### src/rtl/send_arbiter_pkg.sv
// Shared types and constants for the word-atomic send arbiter.
package send_arbiter_pkg;

  // Arbiter FSM encoding
  typedef enum logic [1:0] {
    ST_ARB     = 2'd0,
    ST_LOAD    = 2'd1,
    ST_WAIT_HI = 2'd2,
    ST_WAIT_LO = 2'd3
  } state_t;

  // Bytes per atomic word; the serializer marks every WORD_LEN-th byte
  localparam int WORD_LEN = 4;

  // Default filler behaviour when a granted source stalls mid-word
  localparam int         DEF_PAD_TIMEOUT = 255;
  localparam logic [7:0] DEF_PAD_BYTE    = 8'h00;

endpackage

### src/rtl/send_arbiter_if.sv
// Bundle of source, serializer and status signals around the arbiter.
// Handshake: a source byte moves on a rising clk edge where req_valid[i]
// and req_ready[i] are both high; valid must not wait for ready, and ready
// depends only on arbiter state, never on valid. transmit is a one-cycle
// start strobe to the serializer with tx_byte valid in that cycle.
interface send_arbiter_if
  import send_arbiter_pkg::*;
#(
  parameter int NUM_REQ = 3
) ();

  logic [NUM_REQ-1:0]   req_valid;
  logic [8*NUM_REQ-1:0] req_data;
  logic [NUM_REQ-1:0]   req_ready;
  logic                 transmit;
  logic [7:0]           tx_byte;
  logic                 is_transmitting;
  logic [2:0]           grant_id;
  logic                 word_active;
  logic [15:0]          pad_count;
  state_t               dbg_state;
  logic [1:0]           dbg_byte_cnt;

  // Sources and serializer side
  modport master (
    output req_valid, req_data, is_transmitting,
    input  req_ready, transmit, tx_byte, grant_id, word_active, pad_count,
           dbg_state, dbg_byte_cnt
  );

  // Arbiter side
  modport slave (
    input  req_valid, req_data, is_transmitting,
    output req_ready, transmit, tx_byte, grant_id, word_active, pad_count,
           dbg_state, dbg_byte_cnt
  );

endinterface

### src/rtl/send_arbiter_rr_pick.sv
// Round-robin pick: first valid index after i_last, wrapping modulo NUM_REQ.
module rr_pick #(
  parameter int NUM_REQ = 3
) (
  input  logic [NUM_REQ-1:0] i_valid,
  input  logic [2:0]         i_last,
  output logic [2:0]         o_winner,
  output logic               o_found
);

  int w_dist;
  int w_best;

  // Choose the valid source with the smallest distance past i_last
  always_comb begin
    o_winner = '0;
    o_found  = 1'b0;
    w_best   = NUM_REQ;
    w_dist   = 0;
    for (int j = 0; j < NUM_REQ; j++) begin
      w_dist = (j + NUM_REQ - 1 - int'(i_last)) % NUM_REQ;
      if (i_valid[j] && (w_dist < w_best)) begin
        w_best   = w_dist;
        o_winner = 3'(j);
        o_found  = 1'b1;
      end
    end
  end

endmodule

### src/rtl/send_arbiter.sv
// Arbitrates byte sources onto one serializer in atomic 4-byte words so the
// serializer's every-4th-byte sync marker stays on word boundaries.
module send_arbiter
  import send_arbiter_pkg::*;
#(
  parameter int         NUM_REQ     = 3,
  parameter int         PAD_TIMEOUT = DEF_PAD_TIMEOUT,
  parameter logic [7:0] PAD_BYTE    = DEF_PAD_BYTE
) (
  input logic           clk,
  input logic           rst,
  send_arbiter_if.slave bus
);

  state_t               r_state;
  state_t               w_next_state;
  logic [2:0]           r_grant;
  logic [2:0]           r_last;
  logic [1:0]           r_byte_cnt;
  logic [7:0]           r_stall_cnt;
  logic                 r_transmit;
  logic [7:0]           r_tx_byte;
  logic [15:0]          r_pad_count;
  logic [2:0]           w_winner;
  logic                 w_found;
  logic                 w_sel_valid;
  logic [7:0]           w_sel_data;
  logic [NUM_REQ-1:0]   w_grant_onehot;
  logic [NUM_REQ-1:0]   w_ready;
  logic                 w_issue_data;
  logic                 w_issue_pad;
  logic                 w_stall_done;
  logic                 w_word_last;

  rr_pick #(.NUM_REQ(NUM_REQ)) u_rr_pick (
    .i_valid  (bus.req_valid),
    .i_last   (r_last),
    .o_winner (w_winner),
    .o_found  (w_found)
  );

  // Decode the owning source's valid/data and its one-hot ready position
  always_comb begin
    w_grant_onehot = '0;
    w_sel_valid    = 1'b0;
    w_sel_data     = '0;
    for (int j = 0; j < NUM_REQ; j++) begin
      if (r_grant == 3'(j)) begin
        w_grant_onehot[j] = 1'b1;
        w_sel_valid       = bus.req_valid[j];
        w_sel_data        = bus.req_data[8*j +: 8];
      end
    end
  end

  // This stall cycle is the PAD_TIMEOUT-th in a row, so a pad goes out now
  assign w_stall_done = (r_stall_cnt == 8'(PAD_TIMEOUT - 1));
  assign w_word_last  = (r_byte_cnt == 2'(WORD_LEN - 1));

  // FSM state register
  always_ff @(posedge clk or posedge rst) begin
    if (rst) r_state <= ST_ARB;
    else     r_state <= w_next_state;
  end

  // Next state, ready and byte-issue decisions
  always_comb begin
    w_next_state = r_state;
    w_ready      = '0;
    w_issue_data = 1'b0;
    w_issue_pad  = 1'b0;
    case (r_state)
      ST_ARB: begin
        if (w_found) w_next_state = ST_LOAD;
      end
      ST_LOAD: begin
        w_ready = w_grant_onehot;
        if (w_sel_valid) begin
          w_issue_data = 1'b1;
          w_next_state = ST_WAIT_HI;
        end else if (w_stall_done) begin
          w_issue_pad  = 1'b1;
          w_next_state = ST_WAIT_HI;
        end
      end
      ST_WAIT_HI: begin
        if (bus.is_transmitting) w_next_state = ST_WAIT_LO;
      end
      ST_WAIT_LO: begin
        if (!bus.is_transmitting) w_next_state = w_word_last ? ST_ARB : ST_LOAD;
      end
      default: w_next_state = ST_ARB;
    endcase
  end

  // Grant, counters and the registered serializer strobe
  always_ff @(posedge clk or posedge rst) begin
    if (rst) begin
      r_grant     <= '0;
      r_last      <= 3'(NUM_REQ - 1);
      r_byte_cnt  <= '0;
      r_stall_cnt <= '0;
      r_transmit  <= 1'b0;
      r_tx_byte   <= '0;
      r_pad_count <= '0;
    end else begin
      r_transmit <= w_issue_data | w_issue_pad;
      if (w_issue_data) r_tx_byte <= w_sel_data;
      if (w_issue_pad)  r_tx_byte <= PAD_BYTE;
      if (w_issue_pad && (r_pad_count != 16'hFFFF)) r_pad_count <= r_pad_count + 16'd1;
      if ((r_state == ST_ARB) && w_found) begin
        r_grant     <= w_winner;
        r_last      <= w_winner;
        r_byte_cnt  <= '0;
        r_stall_cnt <= '0;
      end
      if (r_state == ST_LOAD) begin
        if (w_issue_data || w_issue_pad) r_stall_cnt <= '0;
        else                             r_stall_cnt <= r_stall_cnt + 8'd1;
      end
      if ((r_state == ST_WAIT_LO) && !bus.is_transmitting) r_byte_cnt <= r_byte_cnt + 2'd1;
    end
  end

  assign bus.req_ready    = w_ready;
  assign bus.transmit     = r_transmit;
  assign bus.tx_byte      = r_tx_byte;
  assign bus.grant_id     = r_grant;
  assign bus.word_active  = (r_state != ST_ARB);
  assign bus.pad_count    = r_pad_count;
  assign bus.dbg_state    = r_state;
  assign bus.dbg_byte_cnt = r_byte_cnt;

endmodule

### src/flat_wrapper.sv
// flat-port wrapper written by rule: the top's interface ports become plain ports
module send_arbiter_flat import send_arbiter_pkg::*;
#(
  parameter int         NUM_REQ     = 3,
  parameter int         PAD_TIMEOUT = DEF_PAD_TIMEOUT,
  parameter logic [7:0] PAD_BYTE    = DEF_PAD_BYTE
)
  (clk, rst, bus_req_valid, bus_req_data, bus_is_transmitting, bus_req_ready, bus_transmit, bus_tx_byte, bus_grant_id, bus_word_active, bus_pad_count, bus_dbg_state, bus_dbg_byte_cnt);
  send_arbiter_if #(.NUM_REQ(NUM_REQ)) bus_i ();
  input logic clk;
  input logic rst;
  input wire logic [$bits(bus_i.req_valid)-1:0] bus_req_valid;
  input wire logic [$bits(bus_i.req_data)-1:0] bus_req_data;
  input wire logic [$bits(bus_i.is_transmitting)-1:0] bus_is_transmitting;
  output wire logic [$bits(bus_i.req_ready)-1:0] bus_req_ready;
  output wire logic [$bits(bus_i.transmit)-1:0] bus_transmit;
  output wire logic [$bits(bus_i.tx_byte)-1:0] bus_tx_byte;
  output wire logic [$bits(bus_i.grant_id)-1:0] bus_grant_id;
  output wire logic [$bits(bus_i.word_active)-1:0] bus_word_active;
  output wire logic [$bits(bus_i.pad_count)-1:0] bus_pad_count;
  output wire logic [$bits(bus_i.dbg_state)-1:0] bus_dbg_state;
  output wire logic [$bits(bus_i.dbg_byte_cnt)-1:0] bus_dbg_byte_cnt;
  assign bus_i.req_valid = bus_req_valid;
  assign bus_i.req_data = bus_req_data;
  assign bus_i.is_transmitting = bus_is_transmitting;
  assign bus_req_ready = bus_i.req_ready;
  assign bus_transmit = bus_i.transmit;
  assign bus_tx_byte = bus_i.tx_byte;
  assign bus_grant_id = bus_i.grant_id;
  assign bus_word_active = bus_i.word_active;
  assign bus_pad_count = bus_i.pad_count;
  assign bus_dbg_state = bus_i.dbg_state;
  assign bus_dbg_byte_cnt = bus_i.dbg_byte_cnt;
  send_arbiter #(.NUM_REQ(NUM_REQ), .PAD_TIMEOUT(PAD_TIMEOUT), .PAD_BYTE(PAD_BYTE)) u_core (.clk(clk), .rst(rst), .bus(bus_i));
endmodule
### config.mk
export PLATFORM = sky130hd
export DESIGN_NAME = send_arbiter_flat
export DESIGN_NICKNAME = d
export VERILOG_FILES = /design/src/rtl/send_arbiter_pkg.sv /design/src/rtl/send_arbiter_if.sv /design/src/rtl/send_arbiter_rr_pick.sv /design/src/rtl/send_arbiter.sv /design/src/flat_wrapper.sv
export SDC_FILE = /design/constraint.sdc
export NUM_CORES = 1
export LEC_CHECK = 0
export CELL_PAD_IN_SITES_DETAIL_PLACEMENT = 1
export CELL_PAD_IN_SITES_GLOBAL_PLACEMENT = 1
export CORE_ASPECT_RATIO = 0.9
export CORE_MARGIN = 4
export CORE_UTILIZATION = 40
export DETAILED_ROUTE_END_ITERATION = 6
export PLACE_DENSITY_LB_ADDON = 0.3
export SETUP_SLACK_MARGIN = 0.3
export SLEW_MARGIN = 5
export SYNTH_ARGS = -nofsm -noshare
export SYNTH_HDL_FRONTEND = slang
export SYNTH_HIERARCHICAL = 1
export SYNTH_SLANG_ARGS = --single-unit
### constraint.sdc
create_clock -name clk -period 10.92 [get_ports clk]
set_input_delay 2.73 -clock clk [delete_from_list [all_inputs] [get_ports clk]]
set_output_delay 2.73 -clock clk [all_outputs]
set_load 0.01 [all_outputs]
==> results.py <==
metrics = {
    "cells_and_area": {
        "area_growth_pct": 13.87,
        "antennaDiodeCount": 0,
        "nets": 873,
        "post_route_cells_drive_above_1_share": 0.1557,
    },
    "synth": {
        "synth_top_area_cell": "ha_1",
        "syn_nets": 837,
        "yosys_warnings": 6,
        "synth_top_area_frac": 0.1707,
        "yosysUniqueCellTypes": 99,
        "postSynthCellCount": 721,
        "async_flop_share": 1.000,
        "synth.area.top_cells": "ha_1 (17%), dfrtp_1 (16%), a21oi_2 (4.4%)",
        "synth-edff-count": 0,
        "avgSynthCellArea_um2": 8.743,
        "yosysSeqAreaShare": 0.1630,
        "synth_ff_type": "dfrtp_1",
        "synth.most_common_cell": "ha_1",
        "netlist_area_um2": 6304,
        "synth-seq-cells": 41,
        "netlist_top_cells_count": "ha_1 (86), nand2_1 (48), o21ai_0 (46)",
    },
    "floorplanning": {
        "dieArea_um2": 17830,
        "row_count": 43,
        "core_area_um2": 15440,
        "io_pins": 66,
        "die_h_um": 127.1,
        "die_x_um": 140.3,
        "start_util": 0.4082,
    },
    "hold_path": {
        "hp-class": "flip-flop to flip-flop",
        "holdPathStages": 1,
    },
    "global_route": {
        "grt_max_degree": 52,
        "grt_pass1_wl_um": 30880,
        "use_met2": 0.3666,
        "grt_antenna_before_repair": 0,
        "grt-busiest-layer": "met2",
        "grt.met3_usage": 0.01871,
        "grt_use_total": 0.2017,
        "grt_pass1_vias": 6301,
        "grt_overflow": 0,
        "grtUsageMet1": 0.2652,
    },
    "placed_design": {
        "gp_congestion": 0.8311,
        "io_buffers": 65,
        "place.detailed.hpwl_um": 14330,
    },
    "sta": {
        "skew_ns": 0.006689,
        "max-slew-margin-rel": 0.1803,
        "fin_setup_tns_ns": 0,
        "finalHoldViolCount": 0,
        "setup_viol": 0,
        "rsz0062_at_grt": "no",
        "period_minus_slack_ns": 9.534,
        "slew_violations": 0,
        "max_freq_mhz": 104.9,
        "final.period_utilization": 0.8730,
        "worstMarginPinSlew_ns": 1.228,
    },
    "run": {
        "maxCapViolations": 0,
    },
    "clocking": {
        "clock_latency_ns": 0.29,
        "root_buffer": "clkbuf_16",
        "htree_num_levels": 2,
        "clock-sinks": 41,
        "cts_buffers": 5,
        "tritoncts": "done",
        "hold_buffers": 0,
        "path_clk_slew_ns": 0.06,
        "clk_path_buf_depth": 2,
    },
    "worst_setup_path": {
        "required_ns": 11.10,
        "crit_path_start_kind": "flip-flop",
        "reg2regPathDepth": 31,
        "crit_path_frequent_cell": "ha_1",
        "path_max_fanout": 15,
        "criticalPathCategory": "flip-flop to flip-flop",
        "cp_top_family": "compound AO/OA/AOI/OAI gates",
        "worstPathArrival_ns": 9.71,
        "slowest_stage": "dfstp_2",
        "cpPeakStageDelay_ns": 0.77,
        "crit_path_end_kind": "flip-flop",
        "path_depth": 31,
        "path_buf_inv": 2,
    },
    "detailed_routing": {
        "vias": 5858,
        "firstDrtPassIters": 5,
        "antenna_left": 0,
        "drc": 0,
        "drtIter0Drc": 233,
        "routed_via_density": 6.102,
        "post_drt_wl_per_cell_um": 19.28,
        "drt_wl_total_um": 18510,
    },
    "status": {
        "status": "completed",
    },
}
## area by class of cell
type	instances	area, µm²
tap	202	252.7
clock buffer	6	128.9
multi-input combinational	601	4883
inverter	34	127.6
timing repair buffer	74	718.2
fill	1796	8263
sequential	41	1028
clock inverter	2	38.79
## path summary, 6_finish.rpt
| path | start | end | slack [ns] |
|---|---|---|---|
| max in group asynchronous | rst | u_core/bus.grant_id[0]$_DFFE_PP0P_ | 7.64 |
| max | u_core/r_last[1]$_DFFE_PP1P_ | u_core/r_stall_cnt[2]$_DFFE_PP0P_ | 1.39 |
| max reg2reg | u_core/r_last[1]$_DFFE_PP1P_ | u_core/r_stall_cnt[2]$_DFFE_PP0P_ | 1.39 |
| min | u_core/bus.tx_byte[5]$_DFFE_PP0P_ | u_core/bus.tx_byte[5]$_DFFE_PP0P_ | 0.49 |
| min in group asynchronous | rst | u_core/bus.pad_count[14]$_DFFE_PP0P_ | 2.88 |
| min reg2reg | u_core/bus.tx_byte[5]$_DFFE_PP0P_ | u_core/bus.tx_byte[5]$_DFFE_PP0P_ | 0.49 |
## worst reg2reg max path: cells and delay by family, from the launching register on
| family | cells | cell delay [ns] |
|---|---|---|
| buf+inv | 2 | 0.24 |
| fa+ha+maj | 5 | 1.99 |
| compound gates | 14 | 4.29 |
| flops | 1 | 0.77 |
| simple gates | 9 | 1.82 |
| xor+xnor | 1 | 0.32 |
## through the flow
step	utilization	area [µm²]	worst slack (ns)	std cells	hold WS [ns]
2_1_floorplan	-	6304	2.545	721	0.4435
3_3_place_gp	0.4528	6992	1.179	950	0.4694
3_5_place_dp	0.4528	6992	0.7934	950	0.4757
4_1_cts	0.4637	7159	0.9197	958	0.4945
5_1_grt	0.4649	7178	0.4621	960	0.5281
6_report	0.4649	7178	1.386	960	0.4864
## layout by cell type, fill, tap and decap left out, drive strengths merged, types with 4 or more instances in the layout
cell	count
a2111oi	4
o211a	5
buf	9
a211oi	9
nand3	23
nor3b	7
mux2	19
nand4	22
and2	6
clkdlybuf4s50	65
nor2	31
ha	86
nor4	8
clkbuf	6
a21o	30
xor2	9
inv	33
a21oi	73
o21ai	52
o211ai	5
nor2b	9
a31oi	4
and3	9
mux2i	14
dfrtp	40
or3	6
nand2b	4
o2bb2ai	24
nand2	48
xnor2	24
nor3	15
and4	4
## routing by layer
layer	wire length (µm)	part of all wire
met3	393	0.021
met4	219	0.012
met1	8642	0.47
met5	0	0
met2	9257	0.50
## flip-flops by register name, indices dropped and copies added (netlist names)
signal / flops
u_core/bus.dbg_byte_cnt: 2
u_core/bus.dbg_state: 2
u_core/bus.grant_id: 3
u_core/bus.pad_count: 16
u_core/bus.transmit: 1
u_core/bus.tx_byte: 8
u_core/r_last: 1
u_core/r_stall_cnt: 8
## logic make-up after synthesis
family                   count (synthesis)  synth area share
multiplexers                            33           0.06014
AO/OA/AOI/OAI                          240            0.2964
XOR/XNOR                                33           0.04704
other                                    1         0.0005949
buffers and inverters                   81           0.06788
flip-flops                              41            0.1630
AND/OR/NAND/NOR                        206            0.1943
adder cells (fa/ha/maj)                 86            0.1707
## what timing repair did
action	CTS	global route
endpoints found under the setup margin	0	10
setup buffers	0	0
gates resized for setup	0	2
Power is left out: the tool's default activity adds up to more than one toggle a clock period on the data nets, which glitch-free logic cannot reach.
